--- src/rtl/pipe_hazard_ctrl.sv ---
// Hazard/stall/flush sequencer for the 5-stage pipeline: operand forwarding, load-use stall,
// branch flush and data-memory wait freeze with timeout. Optional counters under STALL_CNT_EN.
module pipe_hazard_ctrl #(
  parameter int unsigned MWAIT_MAX = 16,
  parameter int unsigned CNT_W     = 32
) (
  input  logic       clock,
  input  logic       resetn,
  input  logic [4:0] d_rs,
  input  logic [4:0] d_rt,
  input  logic       d_use_rs,
  input  logic       d_use_rt,
  input  logic       d_brtaken,
  input  logic       e_wreg,
  input  logic       e_m2reg,
  input  logic [4:0] e_rn,
  input  logic       m_wreg,
  input  logic       m_m2reg,
  input  logic [4:0] m_rn,
  input  logic       mem_busy,
  output logic       wpcir,
  output logic       fd_flush,
  output logic       de_en,
  output logic       de_bubble,
  output logic       em_en,
  output logic       mw_en,
  output logic [1:0] fwda,
  output logic [1:0] fwdb,
  output logic       err,
  output logic [1:0] state
`ifdef STALL_CNT_EN
  ,
  output logic [CNT_W-1:0] lu_cnt,
  output logic [CNT_W-1:0] mw_cnt,
  output logic [CNT_W-1:0] fl_cnt
`endif
);

  localparam int unsigned WCNT_W = 8;

  typedef enum logic [1:0] {
    ST_RUN   = 2'b00,
    ST_MWAIT = 2'b01,
    ST_ERR   = 2'b10
  } state_t;

  state_t              cur_st, nxt_st;
  logic [WCNT_W-1:0]   wait_cnt, wait_cnt_nxt;
  logic                err_nxt;
  logic                freeze;
  logic                run_out;
  logic                lu;

  // EXE ALU result beats MEM; a load still in EXE cannot forward
  function automatic logic [1:0] fwd_sel(input logic use_r, input logic [4:0] r,
                                         input logic ew, input logic em2, input logic [4:0] ern,
                                         input logic mw, input logic mm2, input logic [4:0] mrn);
    logic [1:0] sel;
    sel = 2'b00;
    if (use_r && r != 5'd0) begin
      if (ew && !em2 && ern == r) sel = 2'b01;
      else if (mw && mrn == r)    sel = mm2 ? 2'b11 : 2'b10;
    end
    return sel;
  endfunction

  assign state = cur_st;

  always_ff @(posedge clock) begin
    if (!resetn) begin
      cur_st   <= ST_RUN;
      wait_cnt <= '0;
      err      <= 1'b0;
    end else begin
      cur_st   <= nxt_st;
      wait_cnt <= wait_cnt_nxt;
      err      <= err_nxt;
    end
  end

  always_comb begin
    nxt_st       = cur_st;
    wait_cnt_nxt = wait_cnt;
    err_nxt      = err;
    freeze       = 1'b0;
    run_out      = 1'b0;
    wpcir        = 1'b1;
    fd_flush     = 1'b0;
    de_en        = 1'b1;
    de_bubble    = 1'b0;
    em_en        = 1'b1;
    mw_en        = 1'b1;
    fwda         = fwd_sel(d_use_rs, d_rs, e_wreg, e_m2reg, e_rn, m_wreg, m_m2reg, m_rn);
    fwdb         = fwd_sel(d_use_rt, d_rt, e_wreg, e_m2reg, e_rn, m_wreg, m_m2reg, m_rn);
    lu           = e_wreg && e_m2reg && (e_rn != 5'd0) &&
                   ((d_use_rs && d_rs == e_rn) || (d_use_rt && d_rt == e_rn));

    if (!resetn) begin
      fwda = 2'b00;
      fwdb = 2'b00;
    end else begin
      case (cur_st)
        ST_RUN: begin
          if (mem_busy) begin
            freeze       = 1'b1;
            nxt_st       = ST_MWAIT;
            wait_cnt_nxt = WCNT_W'(1);
          end else begin
            run_out = 1'b1;
          end
        end
        ST_MWAIT: begin
          if (mem_busy) begin
            freeze = 1'b1;
            if (wait_cnt == WCNT_W'(MWAIT_MAX)) begin
              nxt_st  = ST_ERR;
              err_nxt = 1'b1;
            end else begin
              wait_cnt_nxt = wait_cnt + WCNT_W'(1);
            end
          end else begin
            run_out      = 1'b1;
            nxt_st       = ST_RUN;
            wait_cnt_nxt = '0;
          end
        end
        ST_ERR: begin
          freeze  = 1'b1;
          err_nxt = 1'b1;
        end
        default: begin
          nxt_st       = ST_RUN;
          wait_cnt_nxt = '0;
        end
      endcase

      // stall wins over flush: the branch is re-resolved after the bubble
      if (freeze) begin
        wpcir = 1'b0;
        de_en = 1'b0;
        em_en = 1'b0;
        mw_en = 1'b0;
      end else if (run_out) begin
        if (lu) begin
          wpcir     = 1'b0;
          de_bubble = 1'b1;
        end else begin
          fd_flush  = d_brtaken;
        end
      end
    end
  end

`ifdef STALL_CNT_EN
  // de_bubble marks a load-use stall, de_en=0 marks a freeze cycle
  always_ff @(posedge clock) begin
    if (!resetn) begin
      lu_cnt <= '0;
      mw_cnt <= '0;
      fl_cnt <= '0;
    end else begin
      if (de_bubble && lu_cnt != '1) lu_cnt <= lu_cnt + CNT_W'(1);
      if (!de_en && mw_cnt != '1)    mw_cnt <= mw_cnt + CNT_W'(1);
      if (fd_flush && fl_cnt != '1)  fl_cnt <= fl_cnt + CNT_W'(1);
    end
  end
`else
  logic unused_cnt_w;
  assign unused_cnt_w = ^32'(CNT_W);
`endif

endmodule

--- config.mk ---
export PLATFORM = sky130hd
export DESIGN_NAME = pipe_hazard_ctrl
export DESIGN_NICKNAME = d
export VERILOG_FILES = /design/src/rtl/pipe_hazard_ctrl.sv
export SDC_FILE = /design/constraint.sdc
export NUM_CORES = 1
export LEC_CHECK = 0
export ABC_CLOCK_PERIOD_IN_PS = 2800
export BUFFER_PORTS_ARGS = -buffer_cell sky130_fd_sc_hd__clkbuf_2
export CORE_MARGIN = 3
export CORE_UTILIZATION = 29
export CTS_CLUSTER_SIZE = 16
export DETAILED_ROUTE_END_ITERATION = 12
export PLACE_DENSITY = 0.64
export REMOVE_ABC_BUFFERS = 1
export SLEW_MARGIN = 20
export SYNTH_ARGS = -nofsm -noshare
export SYNTH_HDL_FRONTEND = slang
export SYNTH_SLANG_ARGS = --single-unit
--- constraint.sdc ---
create_clock -name clock -period 2.8 [get_ports clock]
set_input_delay 0.28 -clock clock [delete_from_list [all_inputs] [get_ports clock]]
set_output_delay 0.28 -clock clock [all_outputs]
set_load 0.02 [all_outputs]
======== Yosys cells after proc, flatten, opt, wreduce, memory -nomap -nowiden ========
Index checks and enable logic that the tools add are counted.
Widths: inputs -> output; s select.
operators by class
  reductions and logical operators ........ 23
  multiplexer cells ....................... 40
  add/subtract/negate cells ............... 1
  $mul .................................... 0
  div/mod/pow operators ................... 0
  order comparisons ....................... 0
  equal/unequal tests ..................... 14
  bitwise logic cells ..................... 1
  shift operators ......................... 0
operators by type and width
  operator             number
  $eq 5x5->1           6
  $mux 8               3
  $pmux 8 s3           1
  $mux 1               22
  $mux 2               11
  $reduce_bool 5->1    3
  $logic_and 1x1->1    12
  $reduce_and 3->1     3
  $add 8x1->8 const B  1
  $eq 8x5->1 const B   1
  $ne 2x2->1 const B   3
  $ne 3x3->1 const B   2
  $pmux 2 s3           1
  $pmux 1 s2           2
  $eq 2x1->1 const B   1
  $eq 2x2->1 const B   1
  $logic_not 2->1      1
  $reduce_bool 2->1    1
  $reduce_or 2->1      1
  $logic_not 1->1      1
  $logic_or 1x1->1     1
  $not 1->1            1
word-level totals
  bits in latches ......................... 0
  memory bits (read-only) ................. 0
  output and inout bits ................... 13
  memories kept ........................... 0
  input port bits ......................... 30
  logic and storage cells ................. 82
  bits in writable memories ............... 0
  register bits after elaboration ......... 11

======== Logic depth before layout (Yosys ltp) ========
Gate-level depths: netlist of run 1.
  depth in word-level cells ............... 8
  depth in mapped cells ................... 6
  depth with buffers taken out ............ 6

======== Worst setup path after synthesis of run 1 ========
OpenSTA, ideal clock, no wires.
  path type ............................... register to output
  start ................................... register cur_st[1], in the netlist state[1]
  end ..................................... output port wpcir
  cell stages (with the launch flop) ...... 5
  path buffers ............................ 1
  arrival time ............................ 1.989 ns
  required time ........................... 2.520 ns
  setup slack ............................. 0.531 ns
  path through ............................ dfxtp_1 > nor2b_2 > buf_2 > o21ai_0 > a21boi_0
on the way
  word-level cells in the longest chain between the ends .. 7
  elaborated cells on any way between the ends .. 11
  those cells by class .................... 2 x eq/ne; 7 x mux; 2 x reduce/logical
RTL lines
  item                                                  line  source
  start, declared                                       47    state_t cur_st, nxt_st;
  start signal, assigned                                75    cur_st <= nxt_st;
  $eq 2x1->1 / $logic_not 2->1 (equally long branches)  102   case (cur_st)
  $reduce_or 2->1 (no line)                             -
  $mux 1                                                -
  $mux 1                                                98    if (!resetn) begin
  $mux 1                                                143   end else if (run_out) begin
  $mux 1 (*)                                            138   if (freeze) begin
  $mux 1 (*)                                            98
  end, declared                                         21    output logic wpcir,
Mark *: on every way between the ends. The rest lies on a longest branch, timed or not. The select of a mux whose other input is x is not followed.

======== Worst setup path after layout of run 1 ========
  start ................................... register cur_st[0], in the netlist state[0]
  end ..................................... output port wpcir
The elaborated chain is that of the path after synthesis.

==> metrics, run 1 <==
distinct cell type count after synthesis 39; Post-Route Utilization 38.8%; Post-Synthesis Cells 133; flop and latch count out of synthesis 11; count of buffer and inverter cells on the critical path 1; Critical Path Source Type flop; antenna diode count 0; Vias 1,093; number of cells on the worst hold path 3; share of the synthesized area in the top cell type 21.2%; share of layout cells above drive strength 1 28.6%; crit share post-route 73.1%; maximum number of pins on one net before global-route repair 15; antenna-violating nets left 0; Tmin final 2050 ps; Ys Warns 0; half-perimeter wire length after placement 2200 um; drt total wl 2660 um; worst slew pin tran 502 ps; clock tree from TritonCTS done; count of final max-slew check failures 0; worst rel slew slack 66.5%; setup bufs post-CTS 0; layout overhead on the synthesized area 26.3%; worst slack after detailed placement 1010 ps; number of antenna violations at the first check in global routing 0; starting DRC count in detailed routing 57; final net count 208; number of design rule violations left after detail routing 0; syn avg cell area 7.83 um2; overall routing resource usage 12.3%; WP data required 2520 ps; Die Width 65.9 um; Placer Congestion 0.822; Core Footprint 3390 um2; CP max stage cell sky130_fd_sc_hd__dfxtp_1; power density normalized to cell area 295 nW/um2; worst hold path class in2reg; Peak Freq 0.488 GHz; max cap viols 0; Die Height 65.9 um; cell at the root of the clock tree sky130_fd_sc_hd__clkbuf_4; post-route clock skew 1.62 ps; cell count after placement 217; critical path cell sequence nor2b_1 -> o21ai_0 -> a21boi_0 -> clkbuf_2; I/O pins 43; Die Area 4340 um2; largest area contributor in the netlist sky130_fd_sc_hd__dfxtp_1; WL/cell 12.0 um; worst setup slack after layout 752 ps; count of final hold-check violations 0; register area share after synthesis 21.2%; Initial Util 30.7%; standby leakage power 0.522 nW; clock-pin slew reported for the worst setup and hold paths after clock tree synthesis 70 ps; maximum fanout along the worst path 14; number of global-route vias before repair 974; setup violators final 0; Stages on worst setup path 4; maximum level of the CTS H-tree 1; DP Area 1290 um2; largest stage delay on the critical path 640 ps; number of hold buffers added after CTS 0; post-cts resize count 0; total clock buffers created by CTS 3; final instance count without filler cells 221; highest-count cells in the layout ignoring fill and taps 42 x sky130_fd_sc_hd__clkbuf_2, 21 x sky130_fd_sc_hd__xnor2_1, 11 x sky130_fd_sc_hd__dfxtp_1; worst setup path class reg2out; Layout fillers 350; Num Clock Sinks 11; status finished, final reports clean; via density per instance 4.95; total overflow reported by the global router 0; worst r2r path cells 3; wire length of the first global-routing pass 4240 um; total power after layout 388 uW; RSZ-0062 raised after global routing false; maximum buffer depth of the clock tree 2; clock latency of the later-clocked register in the worst-skew pair 270 ps; cell family contributing the most delay on the critical path flip-flops; summed instance area of the synthesized netlist 1040 um2; leading cell type in the layout, fill and taps excluded sky130_fd_sc_hd__clkbuf_2; worst hold slack 395 ps; Arrival @ worst endpoint 1770 ps; count of port buffers added during placement 42; endpoint type of the worst setup path output port; summed area of non-filler cells in the final layout 1320 um2; row cnt 21; worst-case vdd ir drop 0.149 mV; iteration count of the initial detailed-routing pass 4; Setup TNS 0 ps; main area contributors after synthesis sky130_fd_sc_hd__dfxtp_1 21%, sky130_fd_sc_hd__xnor2_1 18%, sky130_fd_sc_hd__nand3_1 3.8%, sky130_fd_sc_hd__nor3_1 3.8%, sky130_fd_sc_hd__nand2_1 3.2%
==> sequential cells by signal (all words and copies together), names as in the netlist <==
| name | flops |
|---|---|
| err | 1 |
| state | 2 |
| wait_cnt | 8 |
==> area by class of cell <==
cell class	instances	area, um2	share of cell area [%]
clock buffer	4	26.3	2.00
tap	46	57.6	4.38
timing repair buffer	43	218	16.6
inverter	6	22.5	1.71
multi-input combinational	111	771	58.6
sequential	11	220	16.7
==> cells in the mapped netlist <==
| cell type | count |
|---|---|
| sky130_fd_sc_hd__or4_1 | 2 |
| sky130_fd_sc_hd__nand2b_1 | 3 |
| sky130_fd_sc_hd__clkbuf_1 | 2 |
| sky130_fd_sc_hd__nor4bb_1 | 2 |
| sky130_fd_sc_hd__nor2b_2 | 1 |
| sky130_fd_sc_hd__nand4bb_1 | 1 |
| sky130_fd_sc_hd__xor2_1 | 3 |
| sky130_fd_sc_hd__nor3_1 | 8 |
| sky130_fd_sc_hd__and3_1 | 1 |
| sky130_fd_sc_hd__a21o_1 | 1 |
| sky130_fd_sc_hd__nor4_1 | 1 |
| sky130_fd_sc_hd__a211o_1 | 1 |
| sky130_fd_sc_hd__a21oi_1 | 5 |
| sky130_fd_sc_hd__nand4_1 | 4 |
| sky130_fd_sc_hd__and2_1 | 1 |
| sky130_fd_sc_hd__o211ai_1 | 1 |
| sky130_fd_sc_hd__o211ai_2 | 2 |
| sky130_fd_sc_hd__a41o_1 | 1 |
| sky130_fd_sc_hd__o21ai_0 | 5 |
| sky130_fd_sc_hd__o2111ai_2 | 1 |
| sky130_fd_sc_hd__xnor2_1 | 21 |
| sky130_fd_sc_hd__nor2_1 | 6 |
| sky130_fd_sc_hd__o2111ai_1 | 2 |
| sky130_fd_sc_hd__o32ai_1 | 1 |
| sky130_fd_sc_hd__buf_2 | 1 |
| sky130_fd_sc_hd__o21bai_1 | 1 |
| sky130_fd_sc_hd__or3_1 | 3 |
| sky130_fd_sc_hd__nor4b_1 | 1 |
| sky130_fd_sc_hd__inv_1 | 6 |
| sky130_fd_sc_hd__dfxtp_1 | 11 |
| sky130_fd_sc_hd__nand3_1 | 8 |
| sky130_fd_sc_hd__nor3b_1 | 1 |
| sky130_fd_sc_hd__buf_4 | 2 |
| sky130_fd_sc_hd__nand2_1 | 9 |
| sky130_fd_sc_hd__a22o_1 | 2 |
| sky130_fd_sc_hd__ha_1 | 2 |
| sky130_fd_sc_hd__a21boi_0 | 4 |
| sky130_fd_sc_hd__nor2b_1 | 3 |
| sky130_fd_sc_hd__o21a_1 | 3 |
==> metal layers <==
layer | part of all wire, % | GRT usage, % | vias to the layer above
met5 | 0 | 0 | -
met4 | 1.9 | 6.48 | 0
met3 | 9.7 | 1.70 | 6
met2 | 44 | 19.1 | 48
met1 | 44 | 16.4 | 475
li1 | - | - | 564
==> path summary, 6_finish.rpt <==
path,start,endpoint,slack [ps]
worst min register to register,wait_cnt[7],wait_cnt[7],510
worst max register to register,state[0],wait_cnt[7],1330
worst min-delay path,resetn,state[0],400
worst max-delay path,state[0],wpcir,750
==> where the power goes <==
group	internal, mW	switching, mW	leakage, nW	total (mW)
Sequential	0.159	0.00532	0.0892	0.164
Clock	0.0553	0.0538	0.0150	0.109
Combinational	0.0520	0.0627	0.418	0.115
==> cells by family after synthesis <==
logic type | count (synthesis) | synth area share (%)
compound gates | 30 | 21.9
xor+xnor | 24 | 20.2
fa+ha+maj | 2 | 2.40
buf+inv | 11 | 4.81
flops | 11 | 21.2
simple gates | 55 | 29.6
==> tightest hold or removal path, cell delays in order <==
cell	delay, ps
sky130_fd_sc_hd__clkbuf_2	210
sky130_fd_sc_hd__nand2_1	100
sky130_fd_sc_hd__a21oi_1	30
Note: power is estimated with default switching activity, not from simulation.
==> inputs of run 2 (changes only) <==
--- a/config.mk
+++ b/config.mk
@@ -5,7 +5,7 @@
 export SDC_FILE = /design/constraint.sdc
 export NUM_CORES = 1
 export LEC_CHECK = 0
-export ABC_CLOCK_PERIOD_IN_PS = 2800
+export ABC_CLOCK_PERIOD_IN_PS = 1900
 export BUFFER_PORTS_ARGS = -buffer_cell sky130_fd_sc_hd__clkbuf_2
 export CORE_MARGIN = 3
 export CORE_UTILIZATION = 29
==> constraint.sdc (replaced) <==
create_clock -name clock -period 1.9 [get_ports clock]
set_input_delay 0.19 -clock clock [delete_from_list [all_inputs] [get_ports clock]]
set_output_delay 0.19 -clock clock [all_outputs]
set_load 0.02 [all_outputs]
==> run 2 against run 1 <==
Against the previous run: worst setup slack got worse by 500 ps; highest routed layer is now met3; cell area rose by 0.57%; largest cell class unchanged; first-iteration DRC count rose by 110%; global-route usage barely moved; utilization rose by 0.22 points; clock power rose by 45%; die area did not move; register-to-register slack got worse by 860 ps; clock-buffer cell count did not move; critical path depth did not move; flip-flop and latch count did not move; hold slack got worse by 83 ps.
==> metrics, run 2 (synthesized netlist as in run 1, its figures left out) <==
highest-count cells in the layout ignoring fill and taps 42 x sky130_fd_sc_hd__clkbuf_2, 21 x sky130_fd_sc_hd__xnor2_1, 11 x sky130_fd_sc_hd__dfxtp_1; drt total wl 2720 um; worst hold path class in2reg; number of hold buffers added after CTS 0; number of global-route vias before repair 974; maximum level of the CTS H-tree 1; total overflow reported by the global router 0; Initial Util 30.7%; wire length of the first global-routing pass 4260 um; count of port buffers added during placement 42; setup bufs post-CTS 0; antenna-violating nets left 0; register name with the most flops wait_cnt; WL/cell 12.2 um; worst r2r path cells 6; half-perimeter wire length after placement 2220 um; Critical Path Source Type flop; share of layout cells above drive strength 1 29.0%; clock-pin slew reported for the worst setup and hold paths after clock tree synthesis 70 ps; Peak Freq 0.606 GHz; via density per instance 4.93; max FFs per register 8; clock latency of the later-clocked register in the worst-skew pair 270 ps; worst slew pin tran 346 ps; antenna diode count 0; maximum number of pins on one net before global-route repair 14; worst rel slew slack 76.6%; layout overhead on the synthesized area 27.0%; Vias 1,094; Core Footprint 3390 um2; RSZ-0062 raised after global routing false; DP Area 1300 um2; maximum buffer depth of the clock tree 2; timing endpoint of the critical path wpcir; summed area of non-filler cells in the final layout 1320 um2; maximum fanout along the worst path 4; Arrival @ worst endpoint 1460 ps; post-cts resize count 0; Worst R2R End wait_cnt[1]; worst setup path class reg2out; Die Area 4340 um2; post-route clock skew 1.65 ps; number of antenna violations at the first check in global routing 0; Die Height 65.9 um; source of the critical timing path state[1]; row cnt 21; Num Clock Sinks 11; number of design rule violations left after detail routing 0; final net count 209; total clock buffers created by CTS 3; endpoint type of the worst setup path output port; cell at the root of the clock tree sky130_fd_sc_hd__clkbuf_4; count of final max-slew check failures 0; Critical R2R Launch wait_cnt[0]; worst-case vdd ir drop 0.305 mV; crit share post-route 86.9%; Die Width 65.9 um; starting DRC count in detailed routing 119; standby leakage power 0.527 nW; I/O pins 43; Tmin final 1650 ps; setup violators final 0; Setup TNS 0 ps; clock tree from TritonCTS done; Placer Congestion 0.813; Layout fillers 353; max cap viols 0; register-to-register path setup slack 470 ps; count of final hold-check violations 0; power density normalized to cell area 431 nW/um2; status finished, final reports clean; iteration count of the initial detailed-routing pass 4; WP data required 1710 ps; overall routing resource usage 12.3%; leading cell type in the layout, fill and taps excluded sky130_fd_sc_hd__clkbuf_2
run 2: critical path: stages, from the launching register on:
cell	delay [ps]
sky130_fd_sc_hd__dfxtp_1	340
sky130_fd_sc_hd__nor2b_1	160
sky130_fd_sc_hd__o21ai_0	300
sky130_fd_sc_hd__a21boi_0	210
sky130_fd_sc_hd__clkbuf_2	190
run 2: worst min-delay path by stage:
| stage | startpoint | end | slack (ps) | cells past startpoint |
|---|---|---|---|---|
| after floorplan | resetn | state[0] | 310 | 2 |
| after global placement | wait_cnt[7] | wait_cnt[7] | 490 | 2 |
| after detailed placement | wait_cnt[7] | wait_cnt[7] | 510 | 2 |
| after CTS | resetn | state[0] | 310 | 3 |
| after global routing | resetn | state[0] | 340 | 3 |
| final | resetn | state[0] | 310 | 3 |
run 2: where the power goes:
group	internal (mW)	switching (mW)	total, mW
Combinational	0.0780	0.0971	0.175
Sequential	0.234	0.00375	0.238
Clock	0.0813	0.0765	0.158
Total	0.393	0.177	0.571
run 2: through the flow:
stage               hold slack (ps)  std cells  setup WS [ps]  util (%)  power (mW)
global placement                493        218            286      38.2       0.418
CTS                             315        222            228      39.0       0.578
floorplan                       306        128          -1040         -       0.338
detailed placement              507        218            286      38.2       0.417
global route                    342        222            117      39.0       0.606
finish                          312        222            249      39.0       0.571
run 2: cell type report:
cell class	count	area [um2]	area share (%)
Sequential cell	11	220	16.7
Clock buffer	4	26.3	1.99
Multi-Input combinational cell	111	771	58.3
Tap cell	46	57.6	4.35
Timing Repair Buffer	44	225	17.0
Inverter	6	22.5	1.70
run 2: layer usage:
metal | wire [um] | GRT usage (%) | part of all wire [%] | up-vias
li1 | - | - | - | 570
met1 | 1290 | 15.6 | 48 | 479
met2 | 1200 | 21.4 | 44 | 45
met3 | 225 | 1.53 | 8.3 | 0
met4 | 0 | 3.89 | 0 | 0
met5 | 0 | 0 | 0 | -
==> inputs of run 3 (changes only) <==
--- a/config.mk
+++ b/config.mk
@@ -7,11 +7,15 @@
 export LEC_CHECK = 0
 export ABC_CLOCK_PERIOD_IN_PS = 1900
 export BUFFER_PORTS_ARGS = -buffer_cell sky130_fd_sc_hd__clkbuf_2
+export CELL_PAD_IN_SITES_DETAIL_PLACEMENT = 1
+export CELL_PAD_IN_SITES_GLOBAL_PLACEMENT = 1
 export CORE_MARGIN = 3
 export CORE_UTILIZATION = 29
+export CTS_BUF_LIST = sky130_fd_sc_hd__clkbuf_2 sky130_fd_sc_hd__clkbuf_4 sky130_fd_sc_hd__clkbuf_8
 export CTS_CLUSTER_SIZE = 16
 export DETAILED_ROUTE_END_ITERATION = 12
-export PLACE_DENSITY = 0.64
+export HOLD_SLACK_MARGIN = 0.1
+export PLACE_DENSITY = 0.81
 export REMOVE_ABC_BUFFERS = 1
 export SLEW_MARGIN = 20
 export SYNTH_ARGS = -nofsm -noshare
==> run 3 against run 2 <==
Against the previous run: die area did not move; flip-flop and latch count did not move; non-clock buffer count unchanged; fmax is 4.2% lower; clock-buffer cell count is the same; routed wire length rose by 28%; first-iteration DRC count decreased by 61%.
==> metrics, run 3 (synthesized netlist as in run 1, its figures left out) <==
status finished, final reports clean; clock-pin slew reported for the worst setup and hold paths after clock tree synthesis 60 ps; critical path cell sequence nor2b_1 -> o21ai_0 -> a21boi_0 -> clkbuf_2; number of global-route vias before repair 1,296; highest-count cells in the layout ignoring fill and taps 42 x sky130_fd_sc_hd__clkbuf_2, 21 x sky130_fd_sc_hd__xnor2_1, 11 x sky130_fd_sc_hd__dfxtp_1; max cap viols 0; worst slack after detailed placement 188 ps; largest stage delay on the critical path 410 ps; maximum level of the CTS H-tree 1; Peak Freq 0.580 GHz; drt total wl 3480 um; register name with the most flops wait_cnt; worst-case vdd ir drop 0.244 mV; clock tree from TritonCTS done; summed area of non-filler cells in the final layout 1330 um2; cell at the root of the clock tree sky130_fd_sc_hd__clkbuf_4; Vias 1,174; WL/cell 15.7 um; worst setup slack after layout 177 ps; Placer Congestion 0.940; Setup TNS 0 ps; share of layout cells above drive strength 1 29.5%; starting DRC count in detailed routing 47; number of hold buffers added after CTS 0; post-cts resize count 0; overall routing resource usage 17.1%; count of port buffers added during placement 42; Initial Util 30.7%; number of design rule violations left after detail routing 0; register-to-register path setup slack 310 ps; Core Footprint 3390 um2; crit share post-route 90.7%; worst rel slew slack 67.2%; leading cell type in the layout, fill and taps excluded sky130_fd_sc_hd__clkbuf_2; maximum fanout along the worst path 4; Post-Route Utilization 39.1%; max FFs per register 8; maximum buffer depth of the clock tree 2; cell count after placement 218; worst slew pin tran 486 ps; iteration count of the initial detailed-routing pass 2; via density per instance 5.29; setup bufs post-CTS 0; maximum number of pins on one net before global-route repair 14; half-perimeter wire length after placement 2840 um; standby leakage power 0.531 nW; post-route clock skew 4.81 ps; Critical Path Source Type flop; Num Clock Sinks 11; Die Height 65.9 um; antenna diode count 0; DP Area 1300 um2; CP max stage cell sky130_fd_sc_hd__dfxtp_1; endpoint type of the worst setup path output port; final instance count without filler cells 222; Arrival @ worst endpoint 1530 ps; power density normalized to cell area 447 nW/um2; final net count 209; clock latency of the later-clocked register in the worst-skew pair 270 ps; layout overhead on the synthesized area 27.4%; row cnt 21; worst setup path class reg2out; total clock buffers created by CTS 3; I/O pins 43; worst hold path class in2reg; count of final hold-check violations 0; antenna-violating nets left 0; count of final max-slew check failures 0; WP data required 1710 ps; Die Width 65.9 um; setup violators final 0; Tmin final 1720 ps; RSZ-0062 raised after global routing false; total overflow reported by the global router 0; wire length of the first global-routing pass 5860 um; Die Area 4340 um2; number of antenna violations at the first check in global routing 0
-- run 3: cell count changes in the layout (fill, tap and decap cells not counted) --
cell                       delta
sky130_fd_sc_hd__clkbuf_1     -1
sky130_fd_sc_hd__clkbuf_4     +1
-- run 3: where the power goes --
group	switching, mW	total (mW)	leakage (nW)	internal [mW]
sequential	0.00511	0.239	0.0892	0.234
clock	0.0767	0.172	0.0184	0.0955
combinational	0.104	0.181	0.423	0.0779
-- run 3: path summary, 6_finish.rpt --
check | from | end | cells past startpoint
min reg2reg | wait_cnt[7] | wait_cnt[7] | 2
min | resetn | state[0] | 3
max reg2reg | wait_cnt[0] | wait_cnt[1] | 6
max | state[0] | wpcir | 4
-- run 3: per-stage QoR --
stage | hold slack [ps] | power, mW
after floorplan | 306 | 0.338
after global placement | 486 | 0.415
after detailed placement | 508 | 0.424
after CTS | 325 | 0.601
after global routing | 339 | 0.641
final | 328 | 0.593
-- run 3: cell type report --
class | count | area, um2
inverter | 6 | 22.5
multi-input combinational | 111 | 771
clock buffer | 4 | 30.0
fill | 437 | 2060
timing repair buffer | 44 | 225
sequential | 11 | 220
tap | 46 | 57.6
-- run 3: critical path: cells and delay by family (launching register included) --
family	cells	cell delay (ps)
AOI/OAI and AO/OA	2	570
buffers and inverters	1	190
DFF	1	410
and+or+nand+nor	1	100
-- run 3: per-layer routing --
metal	track usage, %	wire length [um]
met5	0	0
met4	7.25	91
met3	3.06	198
met2	31.8	1770
met1	18.6	1420
